File: src/rtl/des_iterative_core.sv
// Iterative DES encrypt/decrypt engine with valid/ready on both sides.
// One bank of ROUNDS_PER_CYCLE Feistel rounds is reused over NUM_STEPS clocks.
module des_iterative_core #(
    parameter int ROUNDS_PER_CYCLE = 1
) (
    input  logic        clk,
    input  logic        resetN,
    input  logic        inValid,
    output logic        inReady,
    input  logic [63:0] plain,
    input  logic [63:0] key,
    input  logic        decrypt,
    output logic        outValid,
    input  logic        outReady,
    output logic [63:0] cipher,
    output logic        busy
);
    localparam int NUM_STEPS = 16 / ROUNDS_PER_CYCLE;

    generate
        if (!(ROUNDS_PER_CYCLE == 1 || ROUNDS_PER_CYCLE == 2 ||
              ROUNDS_PER_CYCLE == 4 || ROUNDS_PER_CYCLE == 8 ||
              ROUNDS_PER_CYCLE == 16)) begin : g_bad_rpc
            $fatal(1, "ROUNDS_PER_CYCLE must be 1, 2, 4, 8 or 16");
        end
    endgenerate

    // Tables use FIPS 1-based bit numbers; FIPS bit n sits at vector index W-n.
    localparam int IP_T [64] = '{
        58, 50, 42, 34, 26, 18, 10, 2, 60, 52, 44, 36, 28, 20, 12, 4,
        62, 54, 46, 38, 30, 22, 14, 6, 64, 56, 48, 40, 32, 24, 16, 8,
        57, 49, 41, 33, 25, 17, 9, 1, 59, 51, 43, 35, 27, 19, 11, 3,
        61, 53, 45, 37, 29, 21, 13, 5, 63, 55, 47, 39, 31, 23, 15, 7};
    localparam int FP_T [64] = '{
        40, 8, 48, 16, 56, 24, 64, 32, 39, 7, 47, 15, 55, 23, 63, 31,
        38, 6, 46, 14, 54, 22, 62, 30, 37, 5, 45, 13, 53, 21, 61, 29,
        36, 4, 44, 12, 52, 20, 60, 28, 35, 3, 43, 11, 51, 19, 59, 27,
        34, 2, 42, 10, 50, 18, 58, 26, 33, 1, 41, 9, 49, 17, 57, 25};
    localparam int E_T [48] = '{
        32, 1, 2, 3, 4, 5, 4, 5, 6, 7, 8, 9, 8, 9, 10, 11, 12, 13,
        12, 13, 14, 15, 16, 17, 16, 17, 18, 19, 20, 21, 20, 21, 22, 23,
        24, 25, 24, 25, 26, 27, 28, 29, 28, 29, 30, 31, 32, 1};
    localparam int P_T [32] = '{
        16, 7, 20, 21, 29, 12, 28, 17, 1, 15, 23, 26, 5, 18, 31, 10,
        2, 8, 24, 14, 32, 27, 3, 9, 19, 13, 30, 6, 22, 11, 4, 25};
    localparam int PC1_T [56] = '{
        57, 49, 41, 33, 25, 17, 9, 1, 58, 50, 42, 34, 26, 18,
        10, 2, 59, 51, 43, 35, 27, 19, 11, 3, 60, 52, 44, 36,
        63, 55, 47, 39, 31, 23, 15, 7, 62, 54, 46, 38, 30, 22,
        14, 6, 61, 53, 45, 37, 29, 21, 13, 5, 28, 20, 12, 4};
    localparam int PC2_T [48] = '{
        14, 17, 11, 24, 1, 5, 3, 28, 15, 6, 21, 10,
        23, 19, 12, 4, 26, 8, 16, 7, 27, 20, 13, 2,
        41, 52, 31, 37, 47, 55, 30, 40, 51, 45, 33, 48,
        44, 49, 39, 56, 34, 53, 46, 42, 50, 36, 29, 32};
    localparam int SBOX [8][64] = '{
        '{14, 4, 13, 1, 2, 15, 11, 8, 3, 10, 6, 12, 5, 9, 0, 7,
          0, 15, 7, 4, 14, 2, 13, 1, 10, 6, 12, 11, 9, 5, 3, 8,
          4, 1, 14, 8, 13, 6, 2, 11, 15, 12, 9, 7, 3, 10, 5, 0,
          15, 12, 8, 2, 4, 9, 1, 7, 5, 11, 3, 14, 10, 0, 6, 13},
        '{15, 1, 8, 14, 6, 11, 3, 4, 9, 7, 2, 13, 12, 0, 5, 10,
          3, 13, 4, 7, 15, 2, 8, 14, 12, 0, 1, 10, 6, 9, 11, 5,
          0, 14, 7, 11, 10, 4, 13, 1, 5, 8, 12, 6, 9, 3, 2, 15,
          13, 8, 10, 1, 3, 15, 4, 2, 11, 6, 7, 12, 0, 5, 14, 9},
        '{10, 0, 9, 14, 6, 3, 15, 5, 1, 13, 12, 7, 11, 4, 2, 8,
          13, 7, 0, 9, 3, 4, 6, 10, 2, 8, 5, 14, 12, 11, 15, 1,
          13, 6, 4, 9, 8, 15, 3, 0, 11, 1, 2, 12, 5, 10, 14, 7,
          1, 10, 13, 0, 6, 9, 8, 7, 4, 15, 14, 3, 11, 5, 2, 12},
        '{7, 13, 14, 3, 0, 6, 9, 10, 1, 2, 8, 5, 11, 12, 4, 15,
          13, 8, 11, 5, 6, 15, 0, 3, 4, 7, 2, 12, 1, 10, 14, 9,
          10, 6, 9, 0, 12, 11, 7, 13, 15, 1, 3, 14, 5, 2, 8, 4,
          3, 15, 0, 6, 10, 1, 13, 8, 9, 4, 5, 11, 12, 7, 2, 14},
        '{2, 12, 4, 1, 7, 10, 11, 6, 8, 5, 3, 15, 13, 0, 14, 9,
          14, 11, 2, 12, 4, 7, 13, 1, 5, 0, 15, 10, 3, 9, 8, 6,
          4, 2, 1, 11, 10, 13, 7, 8, 15, 9, 12, 5, 6, 3, 0, 14,
          11, 8, 12, 7, 1, 14, 2, 13, 6, 15, 0, 9, 10, 4, 5, 3},
        '{12, 1, 10, 15, 9, 2, 6, 8, 0, 13, 3, 4, 14, 7, 5, 11,
          10, 15, 4, 2, 7, 12, 9, 5, 6, 1, 13, 14, 0, 11, 3, 8,
          9, 14, 15, 5, 2, 8, 12, 3, 7, 0, 4, 10, 1, 13, 11, 6,
          4, 3, 2, 12, 9, 5, 15, 10, 11, 14, 1, 7, 6, 0, 8, 13},
        '{4, 11, 2, 14, 15, 0, 8, 13, 3, 12, 9, 7, 5, 10, 6, 1,
          13, 0, 11, 7, 4, 9, 1, 10, 14, 3, 5, 12, 2, 15, 8, 6,
          1, 4, 11, 13, 12, 3, 7, 14, 10, 15, 6, 8, 0, 5, 9, 2,
          6, 11, 13, 8, 1, 4, 10, 7, 9, 5, 0, 15, 14, 2, 3, 12},
        '{13, 2, 8, 4, 6, 15, 11, 1, 10, 9, 3, 14, 5, 0, 12, 7,
          1, 15, 13, 8, 10, 3, 7, 4, 12, 5, 6, 11, 0, 14, 9, 2,
          7, 11, 4, 1, 9, 12, 14, 2, 0, 6, 10, 13, 15, 3, 5, 8,
          2, 1, 14, 7, 4, 10, 8, 13, 15, 12, 9, 0, 3, 5, 6, 11}};

    function automatic logic [63:0] perm64(input logic [63:0] x, input logic fin);
        perm64 = '0;
        for (int i = 0; i < 64; i++)
            perm64[63-i] = fin ? x[64-FP_T[i]] : x[64-IP_T[i]];
    endfunction

    function automatic logic [55:0] pc1(input logic [63:0] x);
        pc1 = '0;
        for (int i = 0; i < 56; i++) pc1[55-i] = x[64-PC1_T[i]];
    endfunction

    function automatic logic [47:0] pc2(input logic [55:0] x);
        pc2 = '0;
        for (int i = 0; i < 48; i++) pc2[47-i] = x[56-PC2_T[i]];
    endfunction

    function automatic logic [47:0] e_exp(input logic [31:0] x);
        e_exp = '0;
        for (int i = 0; i < 48; i++) e_exp[47-i] = x[32-E_T[i]];
    endfunction

    function automatic logic [31:0] p_perm(input logic [31:0] x);
        p_perm = '0;
        for (int i = 0; i < 32; i++) p_perm[31-i] = x[32-P_T[i]];
    endfunction

    function automatic logic [31:0] sboxes(input logic [47:0] x);
        logic [5:0] six;
        sboxes = '0;
        for (int b = 0; b < 8; b++) begin
            six = x[47-6*b -: 6];
            sboxes[31-4*b -: 4] = 4'(SBOX[b][{six[5], six[0], six[4:1]}]);
        end
    endfunction

    // Rounds 1, 2, 9 and 16 (zero-based 0, 1, 8, 15) shift by one, others by two.
    function automatic logic one_shift(input logic [3:0] k);
        return k inside {4'd0, 4'd1, 4'd8, 4'd15};
    endfunction

    function automatic logic [27:0] rol28(input logic [27:0] x, input logic one);
        return one ? {x[26:0], x[27]} : {x[25:0], x[27:26]};
    endfunction

    function automatic logic [27:0] ror28(input logic [27:0] x, input logic one);
        return one ? {x[0], x[27:1]} : {x[1:0], x[27:2]};
    endfunction

    typedef enum logic [1:0] {IDLE, RUN, DONE} state_t;

    state_t      state, next_state;
    logic [31:0] l, r, lt, rt, fo;
    logic [27:0] c, d, ct, dt;
    logic [47:0] sub;
    logic [3:0]  step, rnd;
    logic        dec, last_step;

    assign last_step = (step == 4'(NUM_STEPS - 1));
    assign inReady   = (state == IDLE);
    assign outValid  = (state == DONE);
    assign busy      = (state != IDLE);

    always_comb begin
        next_state = state;
        unique case (state)
            IDLE:    if (inValid) next_state = RUN;
            RUN:     if (last_step) next_state = DONE;
            DONE:    if (outReady) next_state = IDLE;
            default: next_state = IDLE;
        endcase
    end

    // Decrypt walks the schedule backwards: round k rotates right by S[16-k].
    always_comb begin
        lt  = l;
        rt  = r;
        ct  = c;
        dt  = d;
        rnd = '0;
        sub = '0;
        fo  = '0;
        for (int j = 0; j < ROUNDS_PER_CYCLE; j++) begin
            rnd = 4'(int'(step) * ROUNDS_PER_CYCLE + j);
            if (!dec) begin
                ct = rol28(ct, one_shift(rnd));
                dt = rol28(dt, one_shift(rnd));
            end else if (rnd != 4'd0) begin
                ct = ror28(ct, one_shift(4'd0 - rnd));
                dt = ror28(dt, one_shift(4'd0 - rnd));
            end
            sub = pc2({ct, dt});
            fo  = p_perm(sboxes(e_exp(rt) ^ sub));
            {lt, rt} = {rt, lt ^ fo};
        end
    end

    always_ff @(posedge clk or negedge resetN) begin
        if (!resetN) begin
            state <= IDLE;
        end else begin
            state <= next_state;
        end
    end

    always_ff @(posedge clk or negedge resetN) begin
        if (!resetN) begin
            l      <= '0;
            r      <= '0;
            c      <= '0;
            d      <= '0;
            step   <= '0;
            dec    <= 1'b0;
            cipher <= '0;
        end else begin
            unique case (state)
                IDLE: if (inValid) begin
                    {l, r} <= perm64(plain, 1'b0);
                    {c, d} <= pc1(key);
                    dec    <= decrypt;
                    step   <= '0;
                end
                RUN: begin
                    l    <= lt;
                    r    <= rt;
                    c    <= ct;
                    d    <= dt;
                    step <= step + 4'd1;
                    if (last_step) cipher <= perm64({rt, lt}, 1'b1);
                end
                default: ;
            endcase
        end
    end
endmodule

File: config.mk
export PLATFORM = sky130hd
export DESIGN_NAME = des_iterative_core
export DESIGN_NICKNAME = d
export VERILOG_FILES = /design/src/rtl/des_iterative_core.sv
export SDC_FILE = /design/constraint.sdc
export NUM_CORES = 1
export LEC_CHECK = 0
export BUFFER_PORTS_ARGS = -buffer_cell sky130_fd_sc_hd__buf_2
export CORE_MARGIN = 2
export CORE_UTILIZATION = 35
export CTS_CLUSTER_SIZE = 14
export DETAILED_ROUTE_END_ITERATION = 8
export GPL_ROUTABILITY_DRIVEN = 0
export PLACE_DENSITY_LB_ADDON = 0.2
export SETUP_SLACK_MARGIN = 0.05
export SLEW_MARGIN = 40
export SYNTH_ARGS = -nofsm -noshare
export SYNTH_HDL_FRONTEND = slang
export SYNTH_SLANG_ARGS = --single-unit
File: constraint.sdc
create_clock -name clk -period 11.49 [get_ports clk]
set_input_delay 1.149 -clock clk [delete_from_list [all_inputs] [get_ports clk]]
set_output_delay 1.149 -clock clk [all_outputs]
set_load 0.01 [all_outputs]
# Yosys cells after proc, flatten, opt, wreduce, memory -nomap -nowiden

Memories as Yosys holds them, arrays and structs flattened.
Cells that the tools add are included.

Bits in read-only memories: 16384
Output and inout port bits: 67
Bits of input ports: 133
Flip-flop bits (word level): 191
Memories: 8
Word-level logic and storage cells: 101

Memories:

| name            | depth | bits a word | rd ports | clocked after memory_dff | write ports | RTL line | text |
|---|---|---|---|---|---|---|---|
| (no name shown) | 64    | 32          | 1        | 0                        | 0           | 121      | `sboxes[31-4*b -: 4] = 4'(SBOX[b][{six[5], six[0], six[4:1]}]);` |
| (no name shown) | 64    | 32          | 1        | 0                        | 0           | 121      |  |
| (no name shown) | 64    | 32          | 1        | 0                        | 0           | 121      |  |
| (no name shown) | 64    | 32          | 1        | 0                        | 0           | 121      |  |
| (no name shown) | 64    | 32          | 1        | 0                        | 0           | 121      |  |
| (no name shown) | 64    | 32          | 1        | 0                        | 0           | 121      |  |
| +2 memories     | -     | -           | -        | -                        | -           | -        |  |

Bitwise gates (word level): 10
Reduce and logical (&&, ||, !) cells: 13
$add $sub $neg: 2
Eq/ne operators: 12
Mux-type cells: 38
Magnitude comparators: 8

Operator list:

| kind                                            | number |
|---|---|
| two-way mux 28 bit                              | 10 |
| one-hot mux 32 bit (2 select lines)             | 2 |
| one-hot mux 28 bit (2 select lines)             | 2 |
| two-way mux 4 bit                               | 17 |
| two-way mux 32 bit                              | 2 |
| >= comparator 7 bit, second input constant      | 8 |
| inverter 6 -> 7 bit                             | 8 |
| bitwise XOR 48 bit                              | 1 |
| bitwise XOR 32 bit                              | 1 |
| == test 4 bit, second input constant            | 4 |
| nonzero test 4 bit                              | 3 |
| == test 4 x 1 -> 1 bit, second input constant   | 2 |
| logical NOT 4 bit                               | 2 |
| one-hot mux 4 bit (2 select lines)              | 1 |
| two-way mux 2 bit                               | 3 |
| one-hot mux 2 bit (3 select lines)              | 1 |
| AND reduction 2 bit                             | 3 |
| AND reduction 3 bit                             | 2 |
| adder 4 x 1 -> 4 bit, second input constant     | 1 |
| != test 2 bit, second input constant            | 2 |
| nonzero test 2 bit                              | 2 |
| subtractor 1 x 4 -> 4 bit, first input constant | 1 |
| != test 3 bit, second input constant            | 1 |
| == test 2 x 1 -> 1 bit, second input constant   | 1 |
| other kinds (3)                                 | 3 |

# Depth between registers and ports, before layout

Gate-level depths: netlist (run 1).

Depth in word-level cells: 13
Depth in mapped cells: 21
Mapped depth without buffers: 17

# Worst setup path before layout (run 1)

OpenSTA, ideal clock, no wires.

Path type: register -> register
From: reg step[1]
To: reg r[21] (netlist: lt[21])
Required time: 11353 ps
Path buffers: 4
Cell stages (with the launch flop): 22
Library setup time: 137 ps
Setup slack: 7067 ps
Clock period less this slack: 4423 ps
Data arrival time: 4286 ps
Cell sequence: dfrtp_1 inv_1 ha_1 or4b_4 a21boi_4 nor2_1 buf_6 buf_2 mux2_2 o221ai_1 xor2_1 buf_4 inv_1 ha_1 clkbuf_1 inv_1 mux4_2 nor2_1 o21ai_1 o21ai_2 xnor2_1 a21oi_1

Cells in the longest elaborated chain, start to end: 13
Elaborated cells on any way between the ends: 23
Those cells by class: add/sub (1); eq/ne (6); mux (7); bitwise (3); reduce/logical (5); memory (1)

RTL lines:

| item                                                     | RTL line | text |
|---|---|---|
| from (decl)                                              | 144      | `logic [3:0] step, rnd;` |
| from (signal assigned)                                   | 216      | `step <= step + 4'd1;` |
| subtractor 1 x 4 -> 4 bit                                | 178      | `dt = ror28(dt, one_shift(4'd0 - rnd));` |
| == test 4 x 1 -> 1 bit (tied with other cells)           | 127      | `return k inside {4'd0, 4'd1, 4'd8, 4'd15};` |
| nonzero test 4 bit                                       | 127      |  |
| two-way mux 28 bit                                       | 135      | `return one ? {x[0], x[27:1]} : {x[1:0], x[27:2]};` |
| two-way mux 28 bit                                       | 176      | `end else if (rnd != 4'd0) begin` |
| two-way mux 28 bit (*)                                   | 173      | `if (!dec) begin` |
| bitwise XOR 48 bit (*)                                   | 181      | `fo = p_perm(sboxes(e_exp(rt) ^ sub));` |
| inverter 6 -> 7 bit (not written as such) (*)            | 121      |  |
| memory read (64 x 32 bit) (*)                            | -        |  |
| two-way mux 4 bit (not written as such) (*) (2 in a row) | 121      |  |
| bitwise XOR 32 bit (*)                                   | 182      | `{lt, rt} = {rt, lt ^ fo};` |
| one-hot mux 32 bit (2 select lines) (*)                  | 204      | `unique case (state)` |
| to (signal assigned)                                     | 206      | `{l, r} <= perm64(plain, 1'b0);` |
| to (signal assigned)                                     | 213      | `r <= rt;` |
| to (decl)                                                | 141      | `logic [31:0] l, r, lt, rt, fo;` |

Mark *: on every way between the ends. The rest lies on a longest branch, timed or not. The select of a mux whose other input is x is not followed.
A chain may end at the register's enable or synchronous reset.

# Worst setup path in the final report (run 1)

From: reg step[1]
To: reg r[28] (netlist: lt[28])

Same word-level chain as after synthesis.

==> results of run 1 <==
per-layer routing:
metal / GRT usage, % / vias up / wire length, um
met2: 34.0 / 480 / 23700
li1: - / 6878 / -
met1: 30.7 / 7031 / 23900
met3: 3.91 / 83 / 2860
met5: 0 / - / 13
met4: 10.1 / 2 / 2090
cell type report:
class | instances | area share (%)
inverters | 43 | 0.888
clock inverters | 15 | 0.936
multi-input cells | 1433 | 58.4
well taps | 600 | 4.13
flip-flops and latches | 191 | 26.3
clock buffers | 17 | 2.34
diodes | 2 | 0.0275
repair buffers | 227 | 6.94
metrics by stage:
| step | cells | util [%] | area (sq um) |
|---|---|---|---|
| detailed placement | 2494 | 38.6 | 17500 |
| floorplan | 1818 | - | 16000 |
| finish | 2528 | 40.1 | 18200 |
| global placement | 2493 | 38.3 | 17400 |
| CTS | 2526 | 39.9 | 18100 |
| global route | 2527 | 40.1 | 18200 |
flip-flops by register name, indices dropped and copies added, names as in the netlist:
| signal | flops |
|---|---|
| lt | 32 |
| cipher | 64 |
| step | 4 |
| d | 28 |
| l | 32 |
| state | 2 |
| c | 28 |
| dec | 1 |
path summary, 6_finish.rpt:
| kind | startpoint | to | cells past startpoint |
|---|---|---|---|
| max in group asynchronous | resetN | l[21] | 2 |
| max reg2reg | step[1] | lt[28] | 16 |
| min | cipher[62] | cipher[62] | 2 |
| min reg2reg | cipher[62] | cipher[62] | 2 |
| min in group asynchronous | resetN | step[2] | 1 |
| max | step[1] | lt[28] | 16 |
cells in the mapped netlist (16+ instances only):
library cell | n | area share (%)
clkbuf_1 | 100 | 2.3
mux2_2 | 56 | 3.9
o21ai_1 | 24 | 0.75
mux2i_1 | 109 | 6.8
buf_1 | 16 | 0.38
a211oi_1 | 107 | 5.0
nor2b_1 | 51 | 2.0
a21oi_1 | 94 | 2.9
nand2_1 | 221 | 5.2
a22oi_1 | 23 | 1.1
o21ai_0 | 118 | 3.7
a311o_1 | 18 | 1.1
xor2_1 | 47 | 2.6
buf_2 | 21 | 0.66
o211ai_1 | 23 | 1.1
o221ai_1 | 31 | 1.7
dfrtp_1 | 191 | 30
and3_1 | 47 | 1.8
nand3_1 | 42 | 1.3
nor2_1 | 87 | 2.0
inv_1 | 35 | 0.82
ha_1 | 67 | 5.2
xnor2_1 | 58 | 3.2
critical path: cells and delay by family (launching register included):
family                     cells  cell delay (ns)
AOI/OAI and AO/OA              6             1.95
and+or+nand+nor                3             0.63
buffers and inverters          2             0.38
xor gates and xnor gates       2             0.85
adders and majority gates      2             0.77
DFF                            1             0.46
muxes                          1             0.29
cell families after synthesis:
group                      after synthesis
AOI/OAI and AO/OA                      565
and+or+nand+nor                        497
buffers and inverters                  194
DFF                                    191
muxes                                  181
xor gates and xnor gates               123
adders and majority gates               67
==> summary.txt, run 1 <==
Cells and area
  – Syn-to-layout area delta: 13.5%
  – Fill count: about 4,600
  – Most frequent cells in the layout: 220 x nand2_1, 190 x dfrtp_1, 190 x buf_2, 118 x o21ai_0, 109 x mux2i_1
  – NumNets Final: roughly 2,100
  – Area of the multi-input gates: roughly 11,000 sq um
  – Register area: between 4000 and 5000 sq um
  – Most common cell after layout, fill and taps aside: nand2_1
  – Layout cells sized above 1: 21.0%

Hold path
  – Class of the most critical hold timing path: flop to flop

Setup path
  – Req. time, crit path: 11.84 ns
  – Critical path endpoint category: flop
  – CP arrival: approximately 5.8 ns
  – Most used cell, CP: a311oi_1
  – Worst path max stage delay: ~0.64 ns
  – CP Class: flop to flop
  – Critical Path Start Type: flop
  – Crit-path max FO: 15
  – Worst path cell trace: inv_1 -> ha_1 -> or4b_4 -> a21boi_4 -> nor2_2 -> mux2_2 -> o221ai_1 -> xor2_2 -> inv_1 -> ha_1 -> nor2_1 -> a311oi_1 -> a311oi_1 -> a311oi_1 -> xnor2_1 -> a21oi_1
  – Crit-path slowest cell: o221ai_1
  – R2R setup slack: around 6.0 ns

Timing
  – Endpoints failing setup: 0
  – Endpoints failing hold: 0
  – Final Slew Violations: 0
  – Crit share post-route: between 40% and 50%
  – Worst-case clock skew: roughly 0.018 ns
  – RSZ-0062 raised after global routing: false
  – Setup ws final: 6.03 ns
  – Final Critical Period: between 5 and 6 ns
  – Max-slew headroom: 42.5%
  – Slew at the pin with the worst max-slew slack: 0.857 ns
  – Fin Hold WS: 0.482 ns
  – Max Clock Freq: approximately 180 MHz
  – Setup TNS: 0 ns

Routing
  – Vias/cell: 5.73
  – Remaining DRCs: 0
  – Antenna-violating nets left: 0
  – 1st-pass router iterations: 6
  – First DRT Iteration DRCs: approximately 1,400
  – Wire per inst: ~21 um
  – Via count: around 14,000
  – Routed WL: 52,600 um

Die
  – Total die area: between 40,000 and 50,000 sq um
  – Std cell rows: 78
  – Core footprint: between 40,000 and 50,000 sq um
  – DIE WIDTH: approximately 220 um
  – I/O pin total: 200
  – DIE HEIGHT: 218 um
  – Initial core utilization: between 30 and 40%

GRT
  – Number of global-route vias before repair: 13,800
  – Largest net degree at the start of global routing: between 80 and 90
  – First-pass GRT wire length: approximately 80,000 um
  – GRT Residual Overflow: 0
  – Total GRT Usage: roughly 22%
  – Initial antenna violation count: 3

Synthesis
  – Synth Area in Simple Gates: 14.3%
  – Mean Syn Cell Area: about 8.8 sq um
  – Synth Cell Area: roughly 16,000 sq um
  – Yosys reg bits: between 150 and 200
  – Synth Area in Adders: under 10%
  – Syn Nets: 2,018
  – Mux share of post-synthesis cell area: 12.9%
  – YS warnings: 0
  – Post-synth EDFFs: 0
  – Gate Count Post-Synth: roughly 1,800
  – Post-synth top flop: dfrtp_1
  – XOR/XNOR Fraction of Synth Area: approximately 7.7%
  – Synth cell types: around 80
  – Largest family of logic cells by synthesized area: compound AO/OA/AOI/OAI gates
  – Post-synthesis compound-gate area fraction: around a quarter
  – Post-synth ARST share: 100%
  – Post-synthesis sequential area ratio: around 30%

Clocking
  – Clk sink count: ~190
  – Clk buf depth: 2
  – Setup Buffers After CTS: 0
  – Clock insertion delay at the later pin of the skew report: 0.51 ns
  – Hold-fix buffers, CTS: 0
  – CTS H-tree depth: 4
  – Clock Pin Slew Worst Setup and Hold Paths: ~0.08 ns
  – CTS tree: built
  – Post-CTS resize count: 0
  – Clock root buffer: clkbuf_16
  – Cts bufs inserted: 17

Placement
  – DP Worst Slack: ~6.1 ns
  – PortBufs: ~190
  – Dpl hpwl: ~37,000 um

Run
  – Max Cap Viol: 0

Outcome
  – Status: finished, final reports clean
Power of run 1 is left out: the tool's default activity adds up to more than one toggle a clock period on the data nets, which glitch-free logic cannot reach.
==> inputs of run 2 (changes only) <==
--- a/config.mk
+++ b/config.mk
@@ -5,6 +5,7 @@
 export SDC_FILE = /design/constraint.sdc
 export NUM_CORES = 1
 export LEC_CHECK = 0
+export ABC_AREA = 1
 export BUFFER_PORTS_ARGS = -buffer_cell sky130_fd_sc_hd__buf_2
 export CORE_MARGIN = 2
 export CORE_UTILIZATION = 35
==> constraint.sdc (replaced) <==
create_clock -name clk -period 4.62 [get_ports clk]
set_input_delay 0.462 -clock clk [delete_from_list [all_inputs] [get_ports clk]]
set_output_delay 0.462 -clock clk [all_outputs]
set_load 0.01 [all_outputs]
==> run 2 against run 1 <==
Effect of this change: maximum frequency increased by 29%; first-iteration DRC count rose by 55%; wire length grew 32%; via count grew 34%; non-clock buffer count increased by 16; clock skew decreased by 0.0056 ns; synthesized cell count up 46%; sequential share of layout area down 0.98 points; final cell count up 35%; largest cell class unchanged; critical path depth grew 6; critical endpoint is now lt[26].
==> summary.txt, run 2 <==
Synthesis
  – Synth top area cells: dfrtp_1 29%, nand2_1 22%, nand3_1 16%, ha_1 5.0%, inv_1 3.6%
  – Top cell type's share of synthesized area: 28.7% (-1.2 points)
  – Synth Cell Area: 16,700 sq um (+4.2%)
  – Synth cell types: 39 (-51%)
  – Syn Nets: 2,855 (+41%)
  – Yosys reg bits: 191 (unchanged)
  – Post-synth top area cell: dfrtp_1
  – Post-synth ARST share: 100% (unchanged)
  – YS warnings: 0 (unchanged)
  – Gate Count Post-Synth: 2,655 (+46%)
  – Post-synth top flop: dfrtp_1
  – Post-synthesis sequential area ratio: 28.7% (-1.2 points)
  – Most instantiated library cell after synthesis: nand2_1
  – Post-synth EDFFs: 0 (unchanged)
  – Top post-synthesis cells by count: 995 x nand2_1, 523 x nand3_1, 191 x dfrtp_1, 162 x inv_1, 107 x nor2_1
  – Mean Syn Cell Area: 6.28 sq um (-29%)

Outcome
  – Status: finished, final reports clean

Setup path
  – R2R cell count: 22 (+6)
  – Most used cell, CP: nand2_1
  – Critical path endpoint category: flop
  – CP Class: flop to flop
  – Critical Path Start Type: flop
  – Worst path cell trace: inv_1 -> ha_1 -> nand2_2 -> nand3_2 -> inv_2 -> buf_4 -> nand2_1 -> a21oi_1 -> nand2_1 -> nand2_1 -> nand2_1 -> ha_1 -> inv_1 -> nand3_1 -> nand3_1 -> nand3_1 -> nand2_1 -> nand2_1 -> nand3_1 -> nand3_1 -> nand2_1 -> nand2_1
  – CP arrival: 4.59 ns (-1.22 ns)
  – Crit-path slowest cell: dfrtp_1
  – Crit-path max FO: 15 (unchanged)
  – Req. time, crit path: 4.98 ns (-6.86 ns)
  – Worst path max stage delay: 0.51 ns (-0.13 ns)

Timing
  – Setup ws final: 0.392 ns (-5.64 ns)
  – Final Slew Violations: 0 (unchanged)
  – Crit share post-route: 91.5% (+44 points)
  – Endpoints failing hold: 0 (unchanged)
  – Final Critical Period: 4.23 ns (-1.23 ns)
  – Max-slew headroom: 50.0% (+7.5 points)
  – RSZ-0062 raised after global routing: false
  – Slew at the pin with the worst max-slew slack: 0.749 ns (-0.108 ns)
  – Worst-case clock skew: 0.0125 ns (-0.00565 ns)
  – Setup TNS: 0 ns (unchanged)
  – Endpoints failing setup: 0 (unchanged)
  – Max Clock Freq: 237 MHz (+29%)
  – Fin Hold WS: 0.191 ns (-0.291 ns)

Routing
  – 1st-pass router iterations: 7 (+1)
  – Routed WL: 69,600 um (+32%)
  – Via count: 19,300 (+34%)
  – Metal1 wirelength: 29,400 um (+23%)
  – Wire per inst: 20.4 um (-1.8%)
  – Top Layer Used: met4
  – Routed length on met2: 30,600 um (+29%)
  – Vias/cell: 5.68 (-0.79%)
  – Antenna-violating nets left: 0 (unchanged)
  – Met3 WL: 5520 um (+93%)
  – First DRT Iteration DRCs: 2,216 (+55%)
  – Remaining DRCs: 0 (unchanged)

Placement
  – DP Worst Slack: 0.550 ns (-5.54 ns)
  – PortBufs: 191 (unchanged)
  – Dpl hpwl: 52,300 um (+40%)

Clocking
  – Clk buf depth: 2 (unchanged)
  – Cts bufs inserted: 17 (unchanged)
  – CTS H-tree depth: 4 (unchanged)
  – Setup Buffers After CTS: 0 (unchanged)
  – Clock root buffer: clkbuf_16
  – CTS tree: built
  – Clock Pin Slew Worst Setup and Hold Paths: 0.07 ns (about the same)
  – Clock insertion delay at the later pin of the skew report: 0.48 ns (-0.03 ns)
  – Clk sink count: 191 (unchanged)

Die
  – DIE HEIGHT: 222 um (+2.0%)
  – Core footprint: 46,800 sq um (+3.2%)
  – Std cell rows: 79 (+1.3%)
  – Total die area: 49,400 sq um (+4.1%)
  – Initial core utilization: 35.7% (+0.32 points)
  – I/O pin total: 200 (unchanged)
  – DIE WIDTH: 222 um (+2.0%)

Run
  – Max Cap Viol: 0 (unchanged)

GRT
  – Total GRT Usage: 28.1% (+5.8 points)
  – Largest net degree at the start of global routing: 151 (+70%)
  – Initial antenna violation count: 1 (-2)
  – GRT Residual Overflow: 0 (unchanged)
  – Number of global-route vias before repair: 18,500 (+34%)
  – First-pass GRT wire length: 108,000 um (+31%)

Cells and area
  – NumNets Final: 2,985 (+41%)
  – Max reg flops: 64 (unchanged)
  – Most common cell after layout, fill and taps aside: nand2_1
  – Biggest register: cipher
  – Syn-to-layout area delta: 13.2%
  – Most frequent cells in the layout: 994 x nand2_1, 523 x nand3_1, 191 x dfrtp_1, 190 x buf_2, 162 x inv_1
  – Layout cells sized above 1: 13.5% (-7.5 points)

Hold path
  – Class of the most critical hold timing path: primary input to flop
  – Hold path depth: 2 (unchanged)
run 2: cell count changes after synthesis, sizes merged, moves of 57 or more:
cell	delta
xnor2	-65
inv	+149
nand2	+811
nand3	+489
mux2i	-109
a211oi	-119
mux2	-57
o21ai	-73
run 2: timing repair:
item / CTS / global route
endpoints found under the hold margin: 24 / 0
gates resized for setup: 0 / 0
hold buffers: 1 / 0
run 2: final cells by class:
| class | count | area (sq um) |
|---|---|---|
| Timing Repair Buffer | 243 | 1470 |
| Fill cell | 4966 | 27900 |
| Sequential cell | 191 | 4780 |
| Antenna cell | 1 | 2.50 |
| Clock buffer | 18 | 429 |
| Inverter | 195 | 736 |
| Tap cell | 607 | 759 |
| Clock inverter | 14 | 188 |
| Multi-Input combinational cell | 2137 | 10500 |
run 2: worst paths after layout:
path / startpoint / endpoint / slack (ns)
max: step[0] / lt[26] / 0.39
min: outReady / state[1] / 0.19
max reg2reg: step[0] / lt[26] / 0.39
min reg2reg: cipher[32] / cipher[32] / 0.48
max in group asynchronous: resetN / cipher[57] / 3.15
min in group asynchronous: resetN / step[2] / 0.54
run 2: worst max-delay path: cells and delay by family, from the launching register on:
kind / cells / cell delay, ns
AO/OA/AOI/OAI: 1 / 0.41
adder cells (fa/ha/maj): 2 / 0.63
buffers and inverters: 4 / 0.79
flip-flops: 1 / 0.51
AND/OR/NAND/NOR: 15 / 1.78
run 2: kinds of logic (layout without fill, tap and decap cells):
| logic type | count (synthesis) | after routing | share of synthesized area, % |
|---|---|---|---|
| simple gates | 1766 | 1766 | 45.6 |
| fa+ha+maj | 67 | 67 | 5.03 |
| flops | 191 | 191 | 28.7 |
| other cells | 0 | 1 | 0 |
| buf+inv | 327 | 470 | 8.45 |
| compound gates | 295 | 295 | 11.5 |
| xor+xnor | 9 | 9 | 0.810 |
run 2: routing by layer:
layer	vias up	global-route usage (%)
li1	9119	-
met1	9161	36.2
met2	920	43.9
met3	147	5.04
met4	0	16.6
met5	-	0
run 2: per-stage QoR:
stage / utilization, % / area, sq um / instances
floorplan: - / 16700 / 2655
global placement: 39.0 / 18200 / 3372
detailed placement: 39.0 / 18200 / 3372
CTS: 40.4 / 18900 / 3405
global route: 40.4 / 18900 / 3405
finish: 40.4 / 18900 / 3406
Power of run 2 is left out for the same reason.
